--- src/rtl/morse_round_ctrl.sv ---
// morse_round_ctrl: Morse trainer game-round sequencer (arm, answer timeout, result hold, score).
module morse_round_ctrl #(
  parameter int NUM_ROUNDS    = 10,
  parameter int ROUND_TIMEOUT = 500,
  parameter int RESULT_HOLD   = 100,
  parameter int TMR_W         = 10
) (
  input  logic       clk,
  input  logic       rst,
  input  logic       btn_i,
  input  logic       ready_i,
  input  logic       res_valid_i,
  input  logic       res_correct_i,
  output logic       start_o,
  output logic [3:0] round_o,
  output logic [3:0] score_o,
  output logic       led_ok_o,
  output logic       led_fail_o,
  output logic       busy_o,
  output logic       done_o
);
  typedef enum logic [2:0] {IDLE, ARM, ROUND, SHOW, DONE} state_t;
  state_t state, state_n;
  logic [TMR_W-1:0] timer, timer_n;
  logic [3:0] round_n, score_n;
  logic ok_n, fail_n, btn_q, btn_rise;
  assign btn_rise = btn_i & ~btn_q;
  assign start_o  = (state == ARM) || (state == ROUND);
  assign busy_o   = (state != IDLE) && (state != DONE);
  assign done_o   = state == DONE;
  always_comb begin
    state_n = state;
    timer_n = timer + 1'b1;
    round_n = round_o;
    score_n = score_o;
    ok_n    = led_ok_o;
    fail_n  = led_fail_o;
    case (state)
      IDLE, DONE: if (btn_rise) begin
        state_n = ARM;
        round_n = 4'd1;
        score_n = 4'd0;
        ok_n    = 1'b0;
        fail_n  = 1'b0;
      end
      ARM: if (ready_i && !btn_rise) begin
        state_n = ROUND;
        timer_n = '0;
      end
      ROUND: if (res_valid_i) begin
        state_n = SHOW;
        timer_n = '0;
        ok_n    = res_correct_i;
        fail_n  = ~res_correct_i;
        score_n = score_o + {3'b000, res_correct_i};
      end else if (timer == TMR_W'(ROUND_TIMEOUT - 1)) begin
        state_n = SHOW;
        timer_n = '0;
        ok_n    = 1'b0;
        fail_n  = 1'b1;
      end
      SHOW: if (timer == TMR_W'(RESULT_HOLD - 1)) begin
        state_n = (round_o == 4'(NUM_ROUNDS)) ? DONE : ARM;
        round_n = (round_o == 4'(NUM_ROUNDS)) ? round_o : round_o + 4'd1;
        ok_n    = (round_o == 4'(NUM_ROUNDS)) ? led_ok_o : 1'b0;
        fail_n  = (round_o == 4'(NUM_ROUNDS)) ? led_fail_o : 1'b0;
      end
      default: state_n = IDLE;
    endcase
    // cancel overrides any verdict arriving in the same cycle
    if (btn_rise && (state == ARM || state == ROUND || state == SHOW)) begin
      state_n = IDLE;
      round_n = 4'd0;
      score_n = 4'd0;
      ok_n    = 1'b0;
      fail_n  = 1'b0;
    end
  end
  always_ff @(posedge clk) begin
    if (rst) begin
      state      <= IDLE;
      timer      <= '0;
      btn_q      <= 1'b0;
      round_o    <= 4'd0;
      score_o    <= 4'd0;
      led_ok_o   <= 1'b0;
      led_fail_o <= 1'b0;
    end else begin
      state      <= state_n;
      timer      <= timer_n;
      btn_q      <= btn_i;
      round_o    <= round_n;
      score_o    <= score_n;
      led_ok_o   <= ok_n;
      led_fail_o <= fail_n;
    end
  end
endmodule

--- config.mk ---
export PLATFORM = sky130hd
export DESIGN_NAME = morse_round_ctrl
export DESIGN_NICKNAME = d
export VERILOG_FILES = /design/src/rtl/morse_round_ctrl.sv
export SDC_FILE = /design/constraint.sdc
export NUM_CORES = 1
export LEC_CHECK = 0
export BUFFER_PORTS_ARGS = -buffer_cell sky130_fd_sc_hd__buf_4
export CAP_MARGIN = 20
export CORE_MARGIN = 1.5
export CORE_UTILIZATION = 43
export CTS_CLUSTER_SIZE = 30
export DETAILED_ROUTE_END_ITERATION = 6
export PLACE_DENSITY_LB_ADDON = 0.12
export SYNTH_ARGS = -nofsm -noshare
export SYNTH_HDL_FRONTEND = slang
export SYNTH_SLANG_ARGS = --single-unit
--- constraint.sdc ---
create_clock -name clk -period 4 [get_ports clk]
set_clock_uncertainty 0.1 [all_clocks]
set_input_delay 0.8 -clock clk [delete_from_list [all_inputs] [get_ports clk]]
set_output_delay 0.8 -clock clk [all_outputs]
set_load 0.1 [all_outputs]
==> metrics.cfg, run 1 <==
[route]
viasPerCell = 5.26
wirelength_um = 2240
firstDrtPassIters = 6
drtIter0Drc = 22
drc = 0
vias = 984
routedWlPerCell_um = 12.0
ant_nets = 0

[synthesis]
synth_largest_area_cell = dfxtp_1
yosys_register_bits = 24
syn_avg_cell_area_um2 = 8.93
yosys_warnings = 0
synth_cell_types = 43
synth_area_leaders = dfxtp_1 39%, nor2_1 7.4%, ha_1 5.1%, xnor2_1 4.3%, xor2_1 4.3%
yosysTopAreaCellShare_pct = 39.3
ys_seq_area_share_pct = 39.3
syn_nets = 148
syn-cell-area_um2 = 1220
synthCells = 137

[timing]
fmax_mhz = 395
hold_viol = 0
fin_tns_setup_ns = 0
rsz0062_at_grt = false
fin_ws_ns = 1.47
period_share_pct = 63.3
worst_slew_pin_slew_ns = 0.895
relSlewSlack_pct = 39.8
fin_crit_ns = 2.53
slew_violations = 0
setup_viol = 0

[cells_and_area]
fillers = 266
nets = 168
area_growth_pct = 15.8
final_cell_mix = 24 x nor2_1, 24 x dfxtp_1, 18 x buf_4, 9 x nand2_1
diodes = 0
drive_above_1_share_pct = 19.9
fin_util_pct = 51.9
stdcell_area_um2 = 1420

[global_route]
grt_max_degree = 15
grt_pass1_wl_um = 3750
grt_pass1_vias = 906
antenna_found_initial = 0
grt_use_total_pct = 14.8
overflow = 0

[floorplan]
start_util_pct = 44.8
coreArea_um2 = 2730
io_pins = 19
die_y_um = 56.3
dieArea_um2 = 3170
die_w_um = 56.3
std_cell_rows = 19

[worst_setup_path]
cp.required_ns = 3.10
end_kind = output port
critPathKind = flop to output port
crit_fanout = 9
arrival_ns = 1.63
start_kind = flop

[power_and_ir_drop]
intPower_uw = 458
seqPwrFrac_pct = 36.5
switching_share_pct = 43.6
power_density_nw_per_um2 = 572
leakage_nw = 0.585
p_switching_uw = 353
ir_drop_mv = 0.368
pwr-share-comb_pct = 42.2
power_frac_clock_pct = 21.3

[clock_network]
clock-sinks = 24
cts-root-buf = clkbuf_4
clk_pin_slew_ns = 0.13
h-tree-depth = 1
clk_latency_ns = 0.31
clk_path_buf_depth = 2
cts_made_buffers = 3
cts_setup_buffers = 0
cts_tree = done
cts_resized = 0
cts.hold.buffers_added = 0

[place]
port_buffers = 18
placed_area_um2 = 1370
place.gp.congestion = 0.770
dp_slack_ns = 1.49
dp_hpwl_um = 1720

[run_status]
outcome = finished, final reports clean

[run]
drv_cap = 0

[worst_hold_path]
min_path_type = flop to flop

==> cell usage after synthesis <==
library cell,number
nand4_1,2
or4bb_2,1
nor2b_1,1
and3_2,1
nor3_1,3
nand4b_1,1
and3_1,2
a22oi_1,1
clkbuf_8,1
or4b_4,1
or2_1,2
mux2i_1,2
o21ai_2,1
a21o_1,1
buf_6,1
a31oi_1,2
o21ai_0,2
nand3b_1,2
buf_4,1
xor2_1,6
ha_1,5
o211ai_1,2
or2b_2,1
nor3b_1,1
nor4b_4,1
and2_2,1
nand2_1,9
a211o_1,1
nor4_1,1
dfxtp_1,24
o31ai_1,2
nand3_1,5
or2b_4,1
and3b_2,1
nor2_1,24
and2_1,1
or3_1,1
inv_1,6
o22ai_1,1
a211oi_1,3
a21oi_1,5
xnor2_1,6
a2bb2oi_1,1
==> flip-flops by register name, indices dropped and copies added, names as in the netlist <==
| name | cells |
|---|---|
| timer | 10 |
| round_o | 4 |
| score_o | 4 |
| state | 3 |
| btn_q | 1 |
| led_fail_o | 1 |
| led_ok_o | 1 |
==> routing by layer <==
| metal | part of all wire, % | track usage [%] | up-vias |
|---|---|---|---|
| met5 | 0 | 0 | - |
| met4 | 0.80 | 6.80 | 0 |
| met3 | 2.8 | 2.30 | 2 |
| met2 | 49 | 25.2 | 14 |
| met1 | 48 | 18.1 | 451 |
| li1 | - | - | 517 |
==> per-stage QoR <==
stage / hold slack, ns / instances / power [mW]
2_1_floorplan: 0.326 / 137 / 0.582
3_3_place_gp: 0.337 / 183 / 0.639
3_5_place_dp: 0.359 / 183 / 0.645
4_1_cts: 0.390 / 187 / 0.819
5_1_grt: 0.408 / 187 / 0.857
6_report: 0.381 / 187 / 0.811
==> power by group through the flow <==
stage / registers (mW) / clock network, mW / logic (mW)
floorplan: 0.340 / 0 / 0.241
global placement: 0.299 / 0 / 0.340
detailed placement: 0.301 / 0 / 0.344
CTS: 0.296 / 0.178 / 0.345
global route: 0.301 / 0.190 / 0.366
finish: 0.296 / 0.172 / 0.342
==> cell families (layout without fill, tap and decap cells) <==
kind of cell	Yosys count	in the layout	synth area share (%)
AO/OA/AOI/OAI	22	22	12.1
flip-flops	24	24	39.3
XOR/XNOR	12	12	8.59
AND/OR/NAND/NOR	63	63	28.8
multiplexers	2	2	1.64
buffers and inverters	9	28	4.50
adder cells (fa/ha/maj)	5	5	5.11
==> worst paths after layout <==
kind                         startpoint                      end  slack, ns  depth (start not counted)
setup / recovery  state[0]$_SDFFE_PP0P_                  start_o       1.47                          3
hold / removal      timer[0]$_SDFF_PP0_      timer[0]$_SDFF_PP0_       0.38                          1
setup reg to reg  state[2]$_SDFFE_PP0P_  led_fail_o$_SDFFE_PP0P_       2.00                          5
hold reg to reg     timer[0]$_SDFF_PP0_      timer[0]$_SDFF_PP0_       0.38                          1
==> layout make-up <==
class	count	area, µm²	area share, %
clock buffers	3	22.5	1.59
clock inverters	1	30.0	2.12
well taps	31	38.8	2.74
inverters	6	22.5	1.59
repair buffers	18	135	9.53
multi-input cells	104	688	48.5
flip-flops and latches	24	480	33.9
==> worst max-delay path, stage by stage, from the launching register on <==
cell and delay (ns):
dfxtp_1 0.51, or2b_2 0.35, a21oi_1 0.16, buf_4 0.31
No activity file was read; power rests on OpenSTA's default activity.
==> run 2, diff against run 1 <==
==> constraint.sdc (replaced) <==
create_clock -name clk -period 2.6 [get_ports clk]
set_clock_uncertainty 0.1 [all_clocks]
set_input_delay 0.52 -clock clk [delete_from_list [all_inputs] [get_ports clk]]
set_output_delay 0.52 -clock clk [all_outputs]
set_load 0.1 [all_outputs]
==> run 2 against run 1 <==
  * Clock power is 56% higher
  * Design area is 0.79% higher
  * Global-route usage is 1.3 points higher
  * Worst setup slack worse by 1.1 ns
  * Final cell count is 0.53% higher
  * Via count is 4.1% higher
  * Die area stayed put
  * Total power is 56% higher
  * Sequential share of layout area is 0.27 points lower
  * Count of clock-buffer cells in the layout stayed put
  * Utilization is 0.41 points higher
  * Sequential power is 54% higher
  * Highest routed layer unchanged
==> metrics.cfg, run 2 (same netlist as run 1, synthesis figures left out) <==
[route]
drc = 0
vias = 1024
routedWlPerCell_um = 12.8
wirelength_um = 2400
viasPerCell = 5.45
firstDrtPassIters = 3
drtIter0Drc = 28
ant_nets = 0

[timing]
rsz0062_at_grt = false
fin_tns_setup_ns = 0
fin_crit_ns = 2.23
setup_viol = 0
hold_viol = 0
relSlewSlack_pct = 68.0
slew_violations = 0
worst_slew_pin_slew_ns = 0.476
period_share_pct = 85.8
fin_ws_ns = 0.368
fmax_mhz = 448

[worst_setup_path]
rr_startpoint = timer[0]$_SDFF_PP0_
cp-startpoint = state[0]$_SDFFE_PP0P_
critPathKind = flop to output port
r2r_setup_slack_ns = 0.52
reg2reg_depth = 6
crit_fanout = 9
cp.required_ns = 1.98
critical_path.endpoint = start_o
r2r_end = timer[8]$_SDFF_PP0_
arrival_ns = 1.61
start_kind = flop
end_kind = output port

[cells_and_area]
fin_util_pct = 52.3
largest_register = timer
fillers = 262
largest_reg_flops = 10
diodes = 0
drive_above_1_share_pct = 21.0
reg.largest.list = timer (10), round_o (4), score_o (4)
stdcell_count = 188
stdcell_area_um2 = 1430
area_growth_pct = 16.8
nets = 169
final_cell_mix = 24 x nor2_1, 24 x dfxtp_1, 19 x buf_4, 9 x nand2_1

[floorplan]
die_y_um = 56.3
std_cell_rows = 19
coreArea_um2 = 2730
die_w_um = 56.3
start_util_pct = 44.8
dieArea_um2 = 3170
io_pins = 19

[power_and_ir_drop]
leakage_nw = 0.590
power_density_nw_per_um2 = 886
ir_drop_mv = 0.547

[place]
port_buffers = 18
dp_hpwl_um = 1840
placed_area_um2 = 1380
place_inst = 184
dp_slack_ns = 0.517
place.gp.congestion = 0.772

[clock_network]
clk_latency_ns = 0.31
cts-root-buf = clkbuf_4
clk_pin_slew_ns = 0.13
cts_setup_buffers = 0
h-tree-depth = 1
cts_tree = done
cts_made_buffers = 3
clk_path_buf_depth = 2
cts_resized = 0
cts.hold.buffers_added = 0
clock-sinks = 24

[global_route]
grt_max_degree = 15
overflow = 0
grt_pass1_vias = 997
grt_pass1_wl_um = 4130
antenna_found_initial = 0
grt_use_total_pct = 16.1

[worst_hold_path]
min_path_type = input port to flop

[run]
drv_cap = 0

[run_status]
outcome = finished, final reports clean

run 2: stage by stage:
stage	hold slack, ns	total power [mW]
after floorplan	0.326	0.900
after global placement	0.339	0.990
after detailed placement	0.368	1.01
after CTS	0.258	1.28
after global routing	0.260	1.33
final	0.269	1.27
run 2: final cells by class:
class,count,area (µm²),share of cell area [%]
Clock buffer,3,22.5,1.58
Clock inverter,1,30.0,2.10
Inverter,6,22.5,1.58
Multi-Input combinational cell,104,692,48.4
Sequential cell,24,480,33.6
Tap cell,31,38.8,2.71
Timing Repair Buffer,19,143,9.98
run 2: worst max-delay path, stage by stage (launching register included):
cell and delay, ns:
dfxtp_1 0.50, or2b_2 0.37, a21oi_2 0.14, buf_4 0.30
run 2: power by group:
group | internal (mW) | total (mW) | switching, mW | leakage, nW
sequential | 0.404 | 0.455 | 0.0509 | 0.195
combinational | 0.151 | 0.543 | 0.392 | 0.367
clock | 0.156 | 0.268 | 0.112 | 0.0279
run 2: routing by layer:
layer	wire length, µm	global-route usage (%)
met1	1050	18.2
met2	1280	30.3
met3	54	2.07
met4	17	6.12
met5	0	0
run 2: how the worst min path moves through the flow:
stage,start,to,cells after the start
2_1_floorplan,timer[0]$_SDFF_PP0_,timer[0]$_SDFF_PP0_,1
3_3_place_gp,timer[0]$_SDFF_PP0_,timer[0]$_SDFF_PP0_,1
3_5_place_dp,timer[0]$_SDFF_PP0_,timer[0]$_SDFF_PP0_,1
4_1_cts,rst,btn_q$_SDFF_PP0_,2
5_1_grt,rst,btn_q$_SDFF_PP0_,2
6_report,rst,btn_q$_SDFF_PP0_,2
==> run 3, diff against run 2 <==
--- a/config.mk
+++ b/config.mk
@@ -5,10 +5,11 @@
 export SDC_FILE = /design/constraint.sdc
 export NUM_CORES = 1
 export LEC_CHECK = 0
+export ABC_AREA = 1
 export BUFFER_PORTS_ARGS = -buffer_cell sky130_fd_sc_hd__buf_4
 export CAP_MARGIN = 20
 export CORE_MARGIN = 1.5
-export CORE_UTILIZATION = 43
+export CORE_UTILIZATION = 55
 export CTS_CLUSTER_SIZE = 30
 export DETAILED_ROUTE_END_ITERATION = 6
 export PLACE_DENSITY_LB_ADDON = 0.12
==> run 3 against run 2 <==
  * Sequential power is 14% higher
  * Maximum frequency down 0.64%
  * Utilization is 17 points higher
  * Largest cell class unchanged
  * Critical path type unchanged
  * Critical endpoint unchanged
  * First-iteration DRC count up 29%
  * Largest power group unchanged
  * Design area rose by 11%
==> metrics.cfg, run 3 <==
[run_status]
outcome = finished, final reports clean

[synthesis]
syn-cell-area_um2 = 1380
yosysTopAreaCellShare_pct = 34.9
synth_largest_area_cell = dfxtp_1
synthTopCellsByCount = 35 x nor2_1, 32 x nand2_1, 24 x dfxtp_1, 21 x inv_1, 13 x nand3_1
yosysMostFrequentCell = nor2_1
syn_avg_cell_area_um2 = 7.49
synth_enable_flop_cells = 0
async_flop_share_pct = 0
yosys_register_bits = 24
yosys_warnings = 0
syn_nets = 195
ys_seq_area_share_pct = 34.9
synth_area_leaders = dfxtp_1 35%, nor2_1 9.5%, nand2_1 8.7%, inv_1 5.7%, nand3_1 4.7%
synth_cell_types = 29
synthCells = 184
synth_flop_cell = dfxtp_1

[place]
dp_hpwl_um = 2100
port_buffers = 18
place.gp.congestion = 0.893

[worst_setup_path]
start_kind = flop
crit_fanout = 4
r2r_end = state[0]$_SDFFE_PP0P_
cp_slowest_cell = dfxtp_1
end_kind = output port
arrival_ns = 1.63
cp.required_ns = 1.98
slowest_delay_ns = 0.46
worstPathCellList = inv_2 > nor3_1 > inv_1 > nand2_1 > buf_4
r2r_setup_slack_ns = 0.89
rr_startpoint = timer[0]$_SDFF_PP0_
critPathKind = flop to output port
reg2reg_depth = 9

[floorplan]
dieArea_um2 = 2810
die_y_um = 53.0
start_util_pct = 60.0
die_w_um = 53.0
io_pins = 19
coreArea_um2 = 2300
std_cell_rows = 17

[timing]
period_share_pct = 86.4
fmax_mhz = 445
fin_tns_setup_ns = 0
worst_slew_pin_slew_ns = 0.471
rsz0062_at_grt = false
hold_viol = 0
relSlewSlack_pct = 68.5
slew_violations = 0
fin_crit_ns = 2.25
whs_ns = 0.260
setup_viol = 0

[cells_and_area]
drive_above_1_share_pct = 23.3
final_common_cell = nor2_1
final_cell_mix = 34 x nor2_1, 32 x nand2_1, 24 x dfxtp_1, 21 x inv_1, 18 x buf_4
area_growth_pct = 15.2
fin_util_pct = 69.1
largest_reg_flops = 10
nets = 218
largest_register = timer
diodes = 0
fillers = 186
reg.largest.list = timer (10), round_o (4), score_o (4)

[global_route]
grt_max_degree = 14
grt_use_total_pct = 21.4
grt_pass1_vias = 1081
overflow = 0
antenna_found_initial = 0
grt_pass1_wl_um = 4440

[clock_network]
clock-sinks = 24
cts-root-buf = clkbuf_4
cts_setup_buffers = 0
clk_path_buf_depth = 2
clk_pin_slew_ns = 0.13
cts.hold.buffers_added = 0
h-tree-depth = 1
cts_tree = done
cts_made_buffers = 3
cts_resized = 0
clk_latency_ns = 0.32

[power_and_ir_drop]
ir_drop_mv = 1.07
power_density_nw_per_um2 = 1270
leakage_nw = 0.701

[worst_hold_path]
whs_endpoint = btn_q$_SDFF_PP0_
hold_start = rst
min_path_type = input port to flop
hold_path_depth = 2

[run]
drv_cap = 0

[route]
drc = 0
viasPerCell = 5.26
wirelength_um = 2690
ant_nets = 0
vias = 1231
routedWlPerCell_um = 11.5
drtIter0Drc = 36
firstDrtPassIters = 4

[run 3: critical path: cells and delay by family (launching register included)]
kind | cells | cell delay (ns)
buffers and inverters | 3 | 0.49
AND/OR/NAND/NOR | 2 | 0.35
flip-flops | 1 | 0.46
[run 3: logic make-up after synthesis]
family	Yosys count	share of synthesized area [%]
flip-flops	24	34.9
adder cells (fa/ha/maj)	5	4.54
XOR/XNOR	5	3.18
AND/OR/NAND/NOR	108	41.1
buffers and inverters	24	6.54
AO/OA/AOI/OAI	18	9.72
[run 3: worst max-delay path by stage]
| stage | cells past startpoint | to | slack (ns) | start |
|---|---|---|---|---|
| after floorplan | 3 | done_o | 0.36 | state[1]$_SDFFE_PP0P_ |
| after global placement | 5 | start_o | 0.76 | state[0]$_SDFFE_PP0P_ |
| after detailed placement | 5 | start_o | 0.72 | state[0]$_SDFFE_PP0P_ |
| after CTS | 5 | start_o | 0.34 | state[0]$_SDFFE_PP0P_ |
| after global routing | 5 | start_o | 0.20 | state[0]$_SDFFE_PP0P_ |
| final | 5 | start_o | 0.35 | state[0]$_SDFFE_PP0P_ |
[run 3: where the power goes]
group / total [mW] / internal [mW] / switching, mW
Combinational: 1.30 / 0.326 / 0.970
Clock: 0.200 / 0.0858 / 0.114
Sequential: 0.518 / 0.440 / 0.0785
Total: 2.01 / 0.852 / 1.16
[run 3: cell type report]
type                            count  area, µm²  area share [%]
Tap cell                           28       35.0            2.21
Inverter                           24       90.1            5.68
Multi-Input combinational cell    136        810            51.0
Clock buffer                        4       36.3            2.29
Timing Repair Buffer               18        135            8.52
Sequential cell                    24        480            30.3
[run 3: routing by layer]
layer,vias to the layer above,GRT usage (%),part of all wire (%)
met5,-,0,0
met4,0,8.97,1.3
met1,547,29.0,48
li1,638,-,-
met2,42,34.2,45
met3,4,2.54,5.9
[run 3: through the flow]
| stage | setup slack (ns) | total power [mW] | instance area [µm²] | std cells |
|---|---|---|---|---|
| 2_1_floorplan | 0.356 | 1.58 | 1380 | 184 |
| 3_3_place_gp | 0.763 | 1.78 | 1550 | 230 |
| 3_5_place_dp | 0.715 | 1.81 | 1550 | 230 |
| 4_1_cts | 0.344 | 2.01 | 1590 | 234 |
| 5_1_grt | 0.201 | 2.14 | 1590 | 234 |
| 6_report | 0.354 | 2.01 | 1590 | 234 |
